--- src/rtl/cnt_pkg.sv ---
// rtl/cnt_pkg.sv - shared types and constants for the modulo counter with divisibility flag
//
// Purpose: state encoding of the residue recompute FSM, count direction constants,
//          and the residue width helper (RES_W = $clog2(DIV)).
// Ports:   none (package).
package cnt_pkg;

  typedef enum logic {
    CNT_IDLE = 1'b0,
    CNT_CALC = 1'b1
  } cnt_state_t;

  localparam logic CNT_DIR_UP = 1'b1;
  localparam logic CNT_DIR_DN = 1'b0;

  // Residue register width; DIV=2 still needs one bit.
  function automatic int cnt_res_w(input int div);
    return (div > 2) ? $clog2(div) : 1;
  endfunction

endpackage

--- src/rtl/cnt_residue_calc.sv ---
// rtl/cnt_residue_calc.sv - bit-serial restoring remainder of a WIDTH-bit value by DIV
//
// Purpose: computes value % DIV one bit per cycle, MSB first, in WIDTH cycles.
//          A start while busy restarts the pass with the new value.
// Ports:
//   clk        in   clock, rising edge
//   rstn       in   asynchronous active-low reset
//   start_i    in   begin a pass on value_i (sampled on the same edge)
//   value_i    in   WIDTH-bit value to reduce
//   busy_o     out  pass in progress (exactly WIDTH cycles)
//   done_o     out  high during the last pass cycle; residue_o is final then
//   residue_o  out  partial remainder after the current bit
module cnt_residue_calc
  import cnt_pkg::*;
#(
  parameter  int WIDTH = 16,
  parameter  int DIV   = 3,
  localparam int RES_W = cnt_res_w(DIV)
) (
  input  logic             clk,
  input  logic             rstn,
  input  logic             start_i,
  input  logic [WIDTH-1:0] value_i,
  output logic             busy_o,
  output logic             done_o,
  output logic [RES_W-1:0] residue_o
);

  localparam int             IDX_W = $clog2(WIDTH);
  localparam logic [RES_W:0] DIV_T = (RES_W + 1)'(DIV);

  cnt_state_t       state_q;
  logic [IDX_W-1:0] idx_q;
  logic [RES_W-1:0] rem_q;
  logic [WIDTH-1:0] val_q;
  logic [RES_W:0]   trial;
  logic [RES_W-1:0] rem_next;

  // Shift in the next bit; subtract DIV once if the trial remainder reaches it.
  always_comb begin
    trial    = {rem_q, val_q[idx_q]};
    rem_next = (trial >= DIV_T) ? RES_W'(trial - DIV_T) : trial[RES_W-1:0];
  end

  always_ff @(posedge clk or negedge rstn) begin
    if (!rstn) begin
      state_q <= CNT_IDLE;
      idx_q   <= '0;
      rem_q   <= '0;
      val_q   <= '0;
    end else if (start_i) begin
      state_q <= CNT_CALC;
      idx_q   <= IDX_W'(WIDTH - 1);
      rem_q   <= '0;
      val_q   <= value_i;
    end else if (state_q == CNT_CALC) begin
      rem_q <= rem_next;
      if (idx_q == '0) begin
        state_q <= CNT_IDLE;
      end else begin
        idx_q <= idx_q - IDX_W'(1);
      end
    end
  end

  assign busy_o    = (state_q == CNT_CALC);
  assign done_o    = (state_q == CNT_CALC) && (idx_q == '0) && !start_i;
  assign residue_o = rem_next;

endmodule

--- src/rtl/mod_counter_divchk.sv ---
// rtl/mod_counter_divchk.sv - up/down modulo counter with load and registered count%DIV==0 flag
//
// Purpose: counts 0..L (L = limit_sel ? limit : RST_LIMIT), wraps both ways, tracks
//          count%DIV incrementally and recomputes it serially after load or down-wrap.
// Config:  CNT_WRAP_IRQ_EN enables the sticky wrap interrupt (irq/irq_clr).
// Ports:
//   clk, rstn           clock (rising), asynchronous active-low reset
//   en, dir             step enable, direction (1=up, 0=down)
//   load, load_val      parallel load, wins over en
//   limit_sel, limit    select runtime limit instead of RST_LIMIT
//   count, wrap         current count, one-cycle wrap pulse
//   div_hit, busy       count%DIV==0 (only when idle), residue recompute active
//   irq, irq_clr        sticky wrap interrupt and its clear
module mod_counter_divchk
  import cnt_pkg::*;
#(
  parameter int WIDTH     = 16,
  parameter int DIV       = 3,
  parameter int RST_LIMIT = 300
) (
  input  logic             clk,
  input  logic             rstn,
  input  logic             en,
  input  logic             dir,
  input  logic             load,
  input  logic [WIDTH-1:0] load_val,
  input  logic             limit_sel,
  input  logic [WIDTH-1:0] limit,
  output logic [WIDTH-1:0] count,
  output logic             wrap,
  output logic             div_hit,
  output logic             busy,
  output logic             irq,
  input  logic             irq_clr
);

  localparam int               RES_W   = cnt_res_w(DIV);
  localparam logic [RES_W-1:0] RES_MAX = RES_W'(DIV - 1);
  localparam logic [WIDTH-1:0] RST_L   = WIDTH'(RST_LIMIT);

  logic [WIDTH-1:0] count_q, count_d;
  logic [RES_W-1:0] res_q, res_d;
  logic             wrap_q, wrap_d;
  logic             div_hit_q, div_hit_d;
  logic [WIDTH-1:0] lim;
  logic             calc_start, calc_busy, calc_done;
  logic [RES_W-1:0] calc_res;

  assign lim = limit_sel ? limit : RST_L;

  always_comb begin
    count_d    = count_q;
    res_d      = res_q;
    wrap_d     = 1'b0;
    calc_start = 1'b0;
    if (load) begin
      count_d    = load_val;
      calc_start = 1'b1;
    end else if (calc_busy) begin
      if (calc_done) begin
        res_d = calc_res;
      end
    end else if (en) begin
      if (dir == CNT_DIR_UP) begin
        // >= rather than == also catches a limit lowered below the count.
        if (count_q >= lim) begin
          count_d = '0;
          res_d   = '0;
          wrap_d  = 1'b1;
        end else begin
          count_d = count_q + WIDTH'(1);
          res_d   = (res_q == RES_MAX) ? '0 : res_q + RES_W'(1);
        end
      end else begin
        // Down-wrap lands on an arbitrary L, so its residue is recomputed.
        if (count_q == '0) begin
          count_d    = lim;
          wrap_d     = 1'b1;
          calc_start = 1'b1;
        end else begin
          count_d = count_q - WIDTH'(1);
          res_d   = (res_q == '0) ? RES_MAX : res_q - RES_W'(1);
        end
      end
    end
    // Flag follows the residue that will be valid next cycle, masked while busy.
    div_hit_d = !(calc_start || (calc_busy && !calc_done)) && (res_d == '0);
  end

  cnt_residue_calc #(
    .WIDTH (WIDTH),
    .DIV   (DIV)
  ) u_calc (
    .clk       (clk),
    .rstn      (rstn),
    .start_i   (calc_start),
    .value_i   (count_d),
    .busy_o    (calc_busy),
    .done_o    (calc_done),
    .residue_o (calc_res)
  );

  always_ff @(posedge clk or negedge rstn) begin
    if (!rstn) begin
      count_q   <= '0;
      res_q     <= '0;
      wrap_q    <= 1'b0;
      div_hit_q <= 1'b1;
    end else begin
      count_q   <= count_d;
      res_q     <= res_d;
      wrap_q    <= wrap_d;
      div_hit_q <= div_hit_d;
    end
  end

  assign count   = count_q;
  assign wrap    = wrap_q;
  assign div_hit = div_hit_q;
  assign busy    = calc_busy;

`ifdef CNT_WRAP_IRQ_EN
  logic irq_q;

  // Set has priority so a wrap coinciding with a clear is never lost.
  always_ff @(posedge clk or negedge rstn) begin
    if (!rstn) begin
      irq_q <= 1'b0;
    end else if (wrap_q) begin
      irq_q <= 1'b1;
    end else if (irq_clr) begin
      irq_q <= 1'b0;
    end
  end

  assign irq = irq_q;
`else
  logic unused_irq_clr;

  assign unused_irq_clr = irq_clr;
  assign irq            = 1'b0;
`endif

endmodule

--- config.mk ---
export PLATFORM = sky130hd
export DESIGN_NAME = mod_counter_divchk
export DESIGN_NICKNAME = d
export VERILOG_FILES = /design/src/rtl/cnt_pkg.sv /design/src/rtl/cnt_residue_calc.sv /design/src/rtl/mod_counter_divchk.sv
export SDC_FILE = /design/constraint.sdc
export NUM_CORES = 1
export LEC_CHECK = 0
export CORE_ASPECT_RATIO = 1.1
export CORE_MARGIN = 2
export CORE_UTILIZATION = 55
export DETAILED_ROUTE_END_ITERATION = 16
export GPL_ROUTABILITY_DRIVEN = 0
export GPL_TIMING_DRIVEN = 0
export PLACE_DENSITY = 0.8
export SYNTH_ARGS = -nofsm -noshare
export SYNTH_HDL_FRONTEND = slang
export SYNTH_SLANG_ARGS = --single-unit
--- constraint.sdc ---
create_clock -name clk -period 9.3 [get_ports clk]
set_clock_uncertainty 0.15 [all_clocks]
set_input_delay 2.325 -clock clk [delete_from_list [all_inputs] [get_ports clk]]
set_output_delay 2.325 -clock clk [all_outputs]
set_load 0.05 [all_outputs]
==> summary.md <==
| Metric | Value |
|---|---|
| Hold path depth | 2 |
| Synth area leaders | dfrtp_1 28%, ha_1 8.0%, a21oi_1 4.7% |
| Final WL | 11700 um |
| Setup TNS | 0 ps |
| Leakage | 1.83 nW |
| Setup slack at placement | 3250 ps |
| CP Max Fanout | 10 |
| Pin count of the biggest net entering global routing | 38 |
| Post-synthesis instance area | 3740 um^2 |
| Clk slew on worst S/H paths | 90 ps |
| WL per Instance | 20.2 um |
| # DRC | 0 |
| Register area share after synthesis | 0.288 |
| Remaining antenna violation count | 0 |
| Ys flop type | dfrtp_1 |
| P_int | 0.373 mW |
| Vias post-DR | around 3800 |
| Peak supply drop | between 0.09 and 0.1 mV |
| Sequential power share | 0.393 |
| CP Data Required Time | 9360 ps |
| MaxCap Viol Count | 0 |
| CTS Root Cell | clkbuf_8 |
| Total GRT Usage | 0.324 |
| Combinational power share | 0.352 |
| Final setup viols | 0 |
| Clk_lat worst skew | 300 ps |
| Distinct cells, synth | 74 |
| R2R setup slack | between 5000 and 6000 ps |
| Total Nets Final | 561 |
| # fillers | 546 |
| Vias in the first global route | 3568 |
| Port bufs | 56 |
| Critical Path Source Type | input pin |
| Hold Path End | u_calc.val_q[1] |
| Die area | 7470 um^2 |
| Syn avg cell area | 8.61 um^2 |
| Reg2reg end | div_hit |
| Achievable Freq | 0.171 GHz |
| Psw | roughly 0.22 mW |
| CTS resizes | 0 |
| Worst slew pin tran | 734 ps |
| Share of cells above drive strength 1 | 0.112 |
| Worst setup margin | about 3500 ps |
| Share of the synthesized area in the top cell type | 0.281 |
| Mapped Cells | 434 |
| H-tree levels | 2 |
| Post-synth ARST share | 1.00 |
| Outcome | complete, no violations |
| Global route overflow | 0 |
| Cts hold-fix bufs | 0 |
| Cell taking the most area after synthesis | dfrtp_1 |
| FP Rows | 31 |
| Placed wire-length estimate | 9040 um |
| Min-delay src | u_calc.val_q[1] |
| Vias per cell | 6.48 |
| CTS tree | yes |
| Max Slew Vio Count | 0 |
| Power share of the clock group | 0.255 |
| Die width | 82.6 um |
| Worst Setup End Kind | flip-flop |
| CTS Buf Count | 5 |
| Final core area utilization | 0.687 |
| Mapped Nets | 497 |
| DRT iter0 DRCs | 407 |
| Cell Pwr Density | 131 nW/um^2 |
| Initial antenna violation count | 0 |
| DRT Pass-1 Iters | 5 |
| Synth Register Bits | 43 |
| RR Startpoint | u_calc.idx_q[0] |
| Hold WC Path Type | reg2reg |
| DIE HEIGHT | between 90 and 100 um |
| CTS Buffer Depth | 2 |
| Unrepaired setup endpoints after global routing | false |
| Final Cell Area | 4530 um^2 |
| FF-to-FF path depth | 10 |
| Kind of critical path | in2reg |
| Core area | 6590 um^2 |
| Switching part of the total | 0.370 |
| Tcrit/Tclk final | 0.629 |
| Initial Utilization | 0.567 |
| DP Area | 4420 um^2 |
| Top Ports | 59 |
| First-pass GRT wire length | 18500 um |
| Number of synthesized flops with an enable pin | 0 |
| Crit path DAT | 5910 ps |
| Final Hold Viols | 0 |
| Final min period | 5850 ps |
| Setup bufs post-CTS | 0 |
| Synth warn | 0 |
| Area Overhead vs Synth | 21.2% |
| N_diodes | 0 |
| CTS Sinks | 43 |
| Slew margin rel. | 0.506 |
## cells in the final DEF (no fill, tap or decap), drive strengths merged, types with 18 or more instances in the layout
master         instances
ha                    24
a21oi                 36
nand2                 47
dfrtp                 42
inv                   22
nand3                 18
nor2                  29
clkdlybuf4s50         55
o21ai                 32
clkbuf                19
## critical path, cell delays in order
cell,delay (ps)
clkdlybuf4s50_1,490
clkbuf_1,420
nor2b_1,360
ha_1,310
a211o_1,290
a31oi_1,160
o221ai_1,340
a21oi_2,520
buf_2,340
a21oi_1,130
o31ai_1,220
## power by group through the flow
stage	Clock (mW)	Sequential, mW	Combinational [mW]
3_5_place_dp	0	0.236	0.204
5_1_grt	0.162	0.236	0.225
3_3_place_gp	0	0.235	0.196
4_1_cts	0.153	0.232	0.205
2_1_floorplan	0	0.251	0.114
6_report	0.151	0.233	0.208
## worst max-delay path by stage
stage,cells after the start,slack (ps),start,to
global placement,11,3330,limit_sel,count[1]
floorplan,10,4560,limit_sel,u_calc.val_q[9]
CTS,11,3590,limit_sel,count[1]
finish,11,3450,limit_sel,count[1]
detailed placement,11,3250,limit_sel,count[1]
global route,11,3320,limit_sel,count[14]
## Yosys cell counts (6+ instances only)
master and instances:
a21oi_1 35, xnor2_1 12, clkbuf_1 11, nor2_1 28, nor3_1 10, nand2_1 46
mux2i_1 8, a2111oi_0 7, inv_1 22, nand3_1 18, o211ai_1 6, a211oi_1 10
o21ai_0 31, ha_1 24, a31oi_1 8, nor2b_1 7, dfrtp_1 42, buf_6 7
nand4_1 6, o31ai_1 6
## cells by family after synthesis
group	share of synthesized area
AO/OA/AOI/OAI	0.239
AND/OR/NAND/NOR	0.223
multiplexers	0.0495
other	0.00100
adder cells (fa/ha/maj)	0.0803
XOR/XNOR	0.0398
buffers and inverters	0.0793
flip-flops	0.288
## registers in the layout, indices dropped and copies added (netlist names)
| name | count |
|---|---|
| u_calc.busy_o | 1 |
| u_calc.val_q | 16 |
| count | 16 |
| wrap | 1 |
| u_calc.rem_q | 2 |
| u_calc.idx_q | 4 |
| res_q | 2 |
| div_hit | 1 |
## routing by layer
layer / vias to the layer above / wire [um] / GRT usage
met5: - / 0 / 0
met4: 0 / 413 / 0.131
li1: 1738 / - / -
met1: 1767 / 4750 / 0.437
met2: 219 / 5560 / 0.504
met3: 39 / 1000 / 0.0630
## final cells by class
class	instances	area, um^2	share of cell area
Timing Repair Buffer	57	576	0.127
Buffer	29	214	0.0472
Clock inverter	3	43.8	0.00967
Sequential cell	43	1080	0.238
Inverter	22	82.6	0.0182
Tap cell	82	103	0.0227
Multi-Input combinational cell	340	2360	0.522
Clock buffer	5	68.8	0.0152
## metrics by stage
stage	total power, mW	cells	hold WS [ps]
after floorplan	0.365	434	301
after global placement	0.430	572	333
after detailed placement	0.440	573	349
after CTS	0.591	581	371
after global routing	0.623	581	417
final	0.592	581	362
Power figures use the tool's default switching activity.
